$ cat config.mk
export PLATFORM = sky130hd
export DESIGN_NAME = ddr4_traffic_gen
export DESIGN_NICKNAME = d
export VERILOG_FILES = /design/src/rtl/ddr4_traffic_gen.sv
export SDC_FILE = /design/constraint.sdc
export NUM_CORES = 1
export LEC_CHECK = 0
export CORE_AREA = 3 3 458 460
export DETAILED_ROUTE_END_ITERATION = 12
export DIE_AREA = 0 0 461 463
export GPL_TIMING_DRIVEN = 0
export PLACE_DENSITY_LB_ADDON = 0.08
export SYNTH_ARGS = -nofsm -noshare
export SYNTH_HDL_FRONTEND = slang
export SYNTH_SLANG_ARGS = --single-unit
$ cat constraint.sdc
create_clock -name clk -period 4.6 [get_ports clk]
set_input_delay 0.69 -clock clk [delete_from_list [all_inputs] [get_ports clk]]
set_output_delay 0.69 -clock clk [all_outputs]
set_load 0.01 [all_outputs]
$ cat src/rtl/ddr4_traffic_gen.sv
// ddr4_traffic_gen: writes NUM_BURSTS patterned beats over the MIG app_* interface, reads them back and compares.
// Define TG_LFSR_PATTERN_EN to use per-lane Galois LFSR data instead of the index-based pattern.
module ddr4_traffic_gen #(
    parameter int                        APP_ADDR_WIDTH = 28,
    parameter int                        APP_DATA_WIDTH = 512,
    parameter int                        NUM_BURSTS     = 256,
    parameter logic [APP_ADDR_WIDTH-1:0] BASE_ADDR      = '0,
    parameter int                        ADDR_STEP      = 8
) (
    input  logic                          clk,
    input  logic                          rst_n,
    input  logic                          start,
    input  logic                          init_calib_complete,
    input  logic                          app_rdy,
    output logic                          app_en,
    output logic [2:0]                    app_cmd,
    output logic [APP_ADDR_WIDTH-1:0]     app_addr,
    input  logic                          app_wdf_rdy,
    output logic                          app_wdf_wren,
    output logic                          app_wdf_end,
    output logic [APP_DATA_WIDTH-1:0]     app_wdf_data,
    output logic [APP_DATA_WIDTH/8-1:0]   app_wdf_mask,
    input  logic [APP_DATA_WIDTH-1:0]     app_rd_data,
    input  logic                          app_rd_data_valid,
    output logic                          busy,
    output logic                          done,
    output logic                          data_compare_error,
    output logic [15:0]                   err_count,
    output logic [15:0]                   first_err_idx,
    output logic                          calib_lost
);
    localparam int LANES = APP_DATA_WIDTH / 32;
    localparam int CW = $clog2(NUM_BURSTS + 1);
    localparam logic [CW-1:0] NB = CW'(NUM_BURSTS);
    localparam logic [APP_ADDR_WIDTH-1:0] STEP = APP_ADDR_WIDTH'(ADDR_STEP);

    typedef enum logic [2:0] {IDLE, WRITE, READ, DRAIN, DONE} state_t;
    state_t state, state_nxt;

    logic [CW-1:0]             cmd_cnt, dat_cnt, rd_cnt;
    logic [APP_ADDR_WIDTH-1:0] addr;
    logic [APP_DATA_WIDTH-1:0] wr_pat, rd_pat;
    logic                      go, lost, cmd_acc, dat_acc, rd_acc, mismatch;

`ifdef TG_LFSR_PATTERN_EN
    localparam logic [31:0] POLY = 32'h8020_0003;
    localparam logic [31:0] SEED = 32'hACE1_2468;
    logic [31:0] wr_lfsr, rd_lfsr;

    function automatic logic [31:0] lfsr_step(input logic [31:0] s);
        return s[0] ? (s >> 1) ^ POLY : s >> 1;
    endfunction

    function automatic logic [APP_DATA_WIDTH-1:0] lfsr_beat(input logic [31:0] s);
        logic [APP_DATA_WIDTH-1:0] d = '0;
        for (int i = 0; i < LANES; i++) begin
            d[32*i +: 32] = s;
            s = lfsr_step(s);
        end
        return d;
    endfunction

    function automatic logic [31:0] lfsr_next(input logic [31:0] s);
        for (int i = 0; i < LANES; i++) s = lfsr_step(s);
        return s;
    endfunction

    assign wr_pat = lfsr_beat(wr_lfsr);
    assign rd_pat = lfsr_beat(rd_lfsr);

    // Each generator advances only on its own accepted beat so write and compare stay aligned.
    always_ff @(posedge clk or negedge rst_n)
        if (!rst_n) begin
            wr_lfsr <= SEED;
            rd_lfsr <= SEED;
        end else if (go) begin
            wr_lfsr <= SEED;
            rd_lfsr <= SEED;
        end else begin
            if (dat_acc) wr_lfsr <= lfsr_next(wr_lfsr);
            if (rd_acc) rd_lfsr <= lfsr_next(rd_lfsr);
        end
`else
    function automatic logic [APP_DATA_WIDTH-1:0] idx_beat(input logic [CW-1:0] k);
        logic [APP_DATA_WIDTH-1:0] d = '0;
        for (int i = 0; i < LANES; i++) d[32*i +: 32] = {16'(k), 16'(i)};
        return d;
    endfunction

    assign wr_pat = idx_beat(dat_cnt);
    assign rd_pat = idx_beat(rd_cnt);
`endif

    assign busy         = state inside {WRITE, READ, DRAIN};
    assign done         = state == DONE;
    assign app_wdf_mask = '0;
    assign app_wdf_end  = app_wdf_wren;

    // Command waits for its data beat; data may run at most two beats ahead of commands.
    always_comb begin
        go           = start & (state == IDLE ? init_calib_complete : state == DONE);
        lost         = busy & !init_calib_complete;
        app_en       = init_calib_complete & (state == WRITE ? cmd_cnt < dat_cnt : state == READ & cmd_cnt < NB);
        app_wdf_wren = init_calib_complete & state == WRITE & dat_cnt < NB &
                       ({1'b0, dat_cnt} < {1'b0, cmd_cnt} + (CW+1)'(2));
        app_cmd      = state == READ ? 3'b001 : 3'b000;
        app_addr     = app_en ? addr : '0;
        app_wdf_data = app_wdf_wren ? wr_pat : '0;
        cmd_acc      = app_en & app_rdy;
        dat_acc      = app_wdf_wren & app_wdf_rdy;
        rd_acc       = app_rd_data_valid & (state == READ | state == DRAIN) & rd_cnt < NB;
        mismatch     = rd_acc & (app_rd_data != rd_pat);
        state_nxt    = lost ? DONE :
                       go ? WRITE :
                       (state == WRITE && cmd_cnt == NB && dat_cnt == NB) ? READ :
                       (state == READ && cmd_cnt == NB) ? DRAIN :
                       (state == DRAIN && rd_cnt == NB) ? DONE : state;
    end

    always_ff @(posedge clk or negedge rst_n)
        if (!rst_n) begin
            state              <= IDLE;
            cmd_cnt            <= '0;
            dat_cnt            <= '0;
            rd_cnt             <= '0;
            addr               <= BASE_ADDR;
            data_compare_error <= 1'b0;
            err_count          <= '0;
            first_err_idx      <= '0;
            calib_lost         <= 1'b0;
        end else begin
            state <= state_nxt;
            if (go) begin
                cmd_cnt            <= '0;
                dat_cnt            <= '0;
                rd_cnt             <= '0;
                addr               <= BASE_ADDR;
                data_compare_error <= 1'b0;
                err_count          <= '0;
                first_err_idx      <= '0;
                calib_lost         <= 1'b0;
            end else begin
                if (state == WRITE && state_nxt == READ) begin
                    cmd_cnt <= '0;
                    addr    <= BASE_ADDR;
                end else if (cmd_acc) begin
                    cmd_cnt <= cmd_cnt + 1'b1;
                    addr    <= addr + STEP;
                end
                if (dat_acc) dat_cnt <= dat_cnt + 1'b1;
                if (rd_acc) rd_cnt <= rd_cnt + 1'b1;
                if (mismatch) begin
                    data_compare_error <= 1'b1;
                    if (err_count != 16'hFFFF) err_count <= err_count + 16'd1;
                    if (err_count == '0) first_err_idx <= 16'(rd_cnt);
                end
                if (lost) begin
                    calib_lost         <= 1'b1;
                    data_compare_error <= 1'b1;
                end
            end
        end
endmodule

# Word level (Yosys, flattened, before mapping)

Cells that the tools add are included.
W data, S select, Z words.

Input port bits: 519
Register bits: 92
Logic and storage cells: 93

Bitwise logic cells: 13
Add/sub/neg operators: 6
Mux-type cells: 31
Eq/ne operators: 10
Reductions and logical operators: 19
Order comparisons: 5

Operator list:

| cell                    | count |
|---|---|
| $ne A512 B505 Y1        | 1 |
| $mux W505               | 1 |
| $mux W28                | 4 |
| $mux W16                | 6 |
| $mux W9                 | 7 |
| $add A28 B4 Y28 const B | 1 |
| $add A9 B1 Y9 const B   | 3 |
| $eq A9 B9 Y1 const B    | 3 |
| $lt A9 B9 Y1 const B    | 3 |
| $add A16 B1 Y16 const B | 1 |
| $logic_not A16 Y1       | 1 |
| $ne A16 B16 Y1 const B  | 1 |
| $mux W3                 | 5 |
| $and A1 B1 Y1           | 12 |
| $reduce_bool A2 Y1      | 6 |
| $add A9 B2 Y10 const B  | 1 |
| $lt A9 B10 Y1           | 1 |
| $eq A3 B2 Y1 const B    | 3 |
| $lt A9 B9 Y1            | 1 |
| $reduce_bool A3 Y1      | 3 |
| $mux W1                 | 8 |
| $logic_and A1 B1 Y1     | 5 |
| $reduce_and A2 Y1       | 2 |
| $eq A3 B1 Y1 const B    | 1 |
| 4 further kinds         | 4 |

# Logic depth before layout (Yosys ltp)

Word-level depth: 11
Depth in mapped cells: 12

# Worst setup path before layout

No wires, ideal clock.

Path type: register -> output
Start point: register cmd_cnt[1]
End point: output port app_wdf_data[112]
Path buffers: 2
Data required time: 3.910 ns
Cell stages (with the launch flop): 12
Setup slack: 0.183 ns
Arrival time: 3.727 ns
Cells stage by stage: dfrtp_1 -> ha_1 -> and3_1 -> and3_1 -> xnor2_1 -> ha_1 -> a211oi_1 -> o211a_1 -> o21a_1 -> clkbuf_1 -> and2_1 -> buf_4

Cells in the longest elaborated chain, start to end: 4

Ends and longest elaborated chain:

| what                     | RTL line | text |
|---|---|---|
| start: declaration       | 40       | `logic [CW-1:0] cmd_cnt, dat_cnt, rd_cnt;` |
| start signal: assignment | 147      | `cmd_cnt <= cmd_cnt + 1'b1;` |
| $add A9 B2 Y10           | 105      | `({1'b0, dat_cnt} < {1'b0, cmd_cnt} + (CW+1)'(2));` |
| $lt A9 B10 Y1            | 105      |  |
| $and A1 B1 Y1            | 104      | `app_wdf_wren = init_calib_complete & state == WRITE & dat_cnt < NB &` |
| named net app_wdf_end    | 20       | `output logic app_wdf_end,` |
| $mux W505                | 108      | `app_wdf_data = app_wdf_wren ? wr_pat : '0;` |
| end: declaration         | 21       | `output logic [APP_DATA_WIDTH-1:0] app_wdf_data,` |

The timed path passes the listed nets, and every way through them passes these cells.

# Worst setup path after layout

Start point: register cmd_cnt[1]
End point: output port app_wdf_data[370]

Cells in the longest elaborated chain, start to end: 4

Ends and longest elaborated chain:

| what           | RTL line |
|---|---|
| $add A9 B2 Y10 | 105 |
| $lt A9 B10 Y1  | 105 |
| $and A1 B1 Y1  | 104 |
| $mux W505      | 108 |

No other way between the ends.

==> out/metrics.yaml <==
wl_um: 111000
postSynth.asyncResetShare_pct: 100
syn_inst: 1614
clk_pin_slew_ps: 70
period_share_pct: 97.0
std_cell_rows: 167
synthMuxAreaShare_pct: 2.00
drive_gt1_share_pct: 25.5
slowest_stage: "clkdlybuf4s50_1"
ys.flop_type: "dfrtp_1"
yosys_register_bits: 82
port_buffers: 736
yosysSeqAreaShare_pct: 16.3
finClkSkew_ps: 20.0
crit_path_start_kind: "flop"
die_h_um: 463
tightestPinTransition_ps: 1290
grt_overflow: 0
stdcell_area_mm2: 0.0259
synth_top_cell_area_share_pct: 34.8
place_area_mm2: 0.0250
route.antenna.remaining_nets: 0
root_buffer: "clkbuf_16"
wl_per_cell_um: 19.9
worstPathArrival_ps: 3770
syn_area_per_cell_um2: 7.78
synth-xor-area-share_pct: 3.83
cp_data_required_time_ps: 3910
cp_top_family: "buffers and inverters"
max_freq_ghz: 0.224
min_period_ps: 4460
crit_type: "reg -> out"
synthSimpleGateAreaFrac_pct: 30.2
crit_chain: "ha_4 > and3_1 > and3_1 > xnor2_1 > ha_1 > nand4_1 > o211a_1 > buf_4 > o211ai_1 > clkinvlp_4 > buf_8 > buf_4 > clkdlybuf4s50_1"
leakage_nw: 12.5
finalMaxSlewViolations: 0
worstHoldPathType: "in -> async"
synth_top_family_by_area: "buffers and inverters"
dr_total_vias: 15053
synth_area_leaders: "buf_4 (35%), dfrtp_1 (16%), nor4_1 (8.2%)"
setup_viol: 0
viasPerCell: 2.71
outcome: "finished clean"
grtUsageTotal_pct: 9.80
die_w_um: 461
cts_hold_buf: 0
grt_pass1_wl_um: 141000
clk-insertion-delay-late_ps: 400
netlist-cell-type-count: 66
clock_sinks: 82
place_congestion: 0.762
nets: 3375
max_stage_delay_ps: 470
netlist_area_mm2: 0.0126
mostFrequentLayoutCells: "buf_4 (627), clkdlybuf4s50_1 (596), conb_1 (428), nor4_1 (159), dlymetal6s2s_1 (87)"
final_common_cell: "buf_4"
antenna_found_initial: 60
area_delta_synth_final_pct: 106
drc: 0
power.total_w: 0.00387
path_depth: 13
p_per_area_mw_per_mm2: 149
crit_path_start: "cmd_cnt[1]$_DFFE_PN0P_"
h-tree-depth: 3
first_pass_iters: 5
hold_slack_ps: 204
grt_max_degree: 49
crit_path_max_fanout: 16
worstReg2RegStart: "rd_cnt[2]$_DFFE_PN0P_"
relSlewSlack_pct: 13.0
ir_drop_v: 0.000202
cts_buffers: 9
cts_max_path_buffers: 2
cap_violations: 0
cts_tree: "done"
grt_pass1_vias: 15112
drt_iter0_drc: 539
io_pins: 1165
synth.largest_area_cell: "buf_4"
start_util_pct: 6.09
n_fill_cell: 23883
core_area_mm2: 0.206
dp_hpwl_um: 98200
worst-path-buf-inv: 5
hold_viol: 0
rsz0062_at_grt: "true"
die_area_mm2: 0.213
cp-end-kind: "output port"
synth_fa_ha_area_share_pct: 2.59
synth_compound_area_share_pct: 7.49
reg2regPathDepth: 9
yosysWarnings: 0
synth_edf_count: 0
## cells in the mapped netlist, types with 26 or more instances
master   instances
nor4b_1         42
nor4_1         164
nor2_1          52
nand4_1         80
inv_1           40
nand2_1         55
xnor2_1         39
o21ai_0         30
dfrtp_1         82
ha_1            26
nand3_1         36
or3_1           30
buf_4          582
nor3_1          27
and3_1          38
a21oi_1         35
## path summary, 6_finish.rpt
kind | slack [ps] | end
worst min register to register | 560 | addr[26]$_DFFE_PN0P_
max in group asynchronous | 3740 | rd_cnt[1]$_DFFE_PN0P_
min in group clk | 560 | addr[26]$_DFFE_PN0P_
worst min-delay path | 200 | cmd_cnt[6]$_DFFE_PN0P_
worst max register to register | 470 | err_count[7]$_DFFE_PN0P_
worst max-delay path | 140 | app_wdf_data[370]
## cell type report
cell class | count | area, um2 | share of cell area, %
flip-flops and latches | 82 | 2060 | 7.92
clock inverters | 7 | 78.8 | 0.304
repair buffers | 772 | 7870 | 30.3
multi-input cells | 1304 | 7520 | 29.0
plain buffers | 621 | 4590 | 17.7
inverters | 40 | 154 | 0.593
well taps | 2704 | 3380 | 13.0
clock buffers | 9 | 225 | 0.868
diodes | 21 | 52.6 | 0.203
## per-stage QoR
stage | instances | util [%] | setup slack, ps | setup TNS, ps
after floorplan | 2041 | - | 183 | 0
after global placement | 5481 | 12.1 | -2170 | -415310
after detailed placement | 5484 | 12.1 | -665 | -56860
after CTS | 5530 | 12.4 | -0.984 | -0.984
after global routing | 5551 | 12.6 | -69.0 | -69.6
final | 5560 | 12.6 | 140 | 0
## timing repair
item	in CTS	in global routing
pin swaps	3	3
gates cloned	7	1
gates resized for setup	91	99
setup buffers	23	8
endpoints found under the hold margin	0	0
endpoints found under the setup margin	187	105
## power by group
| part | internal (W) | leakage, nW | switching (W) |
|---|---|---|---|
| registers | 0.000754 | 1.13 | 0.0000501 |
| clock network | 0.000426 | 0.150 | 0.000398 |
| logic | 0.00125 | 11.2 | 0.000991 |
| total | 0.00244 | 12.5 | 0.00144 |
## cells by family (layout without fill, tap and decap cells)
group                      count (synthesis)  in the layout
DFF                                       82             82
buffers and inverters                    661           1449
adders and majority gates                 26             26
muxes                                     25             25
AOI/OAI and AO/OA                        145            145
xor gates and xnor gates                  55             55
and+or+nand+nor                          619            625
other                                      1            449
## flip-flops by register name, indices dropped and copies added (netlist names)
signal	count
first_err_idx	9
cmd_cnt	9
rd_cnt	9
addr	25
err_count	16
dat_cnt	9
calib_lost	1
data_compare_error	1
state	3
## metal layers
| layer | part of all wire [%] | GRT usage, % | wire length [um] |
|---|---|---|---|
| met1 | 39 | 10.9 | 43400 |
| met2 | 51 | 17.8 | 56000 |
| met3 | 8.5 | 3.36 | 9420 |
| met4 | 1.4 | 2.22 | 1540 |
| met5 | 0.31 | 0 | 348 |
(Power assumes the default switching activity.)
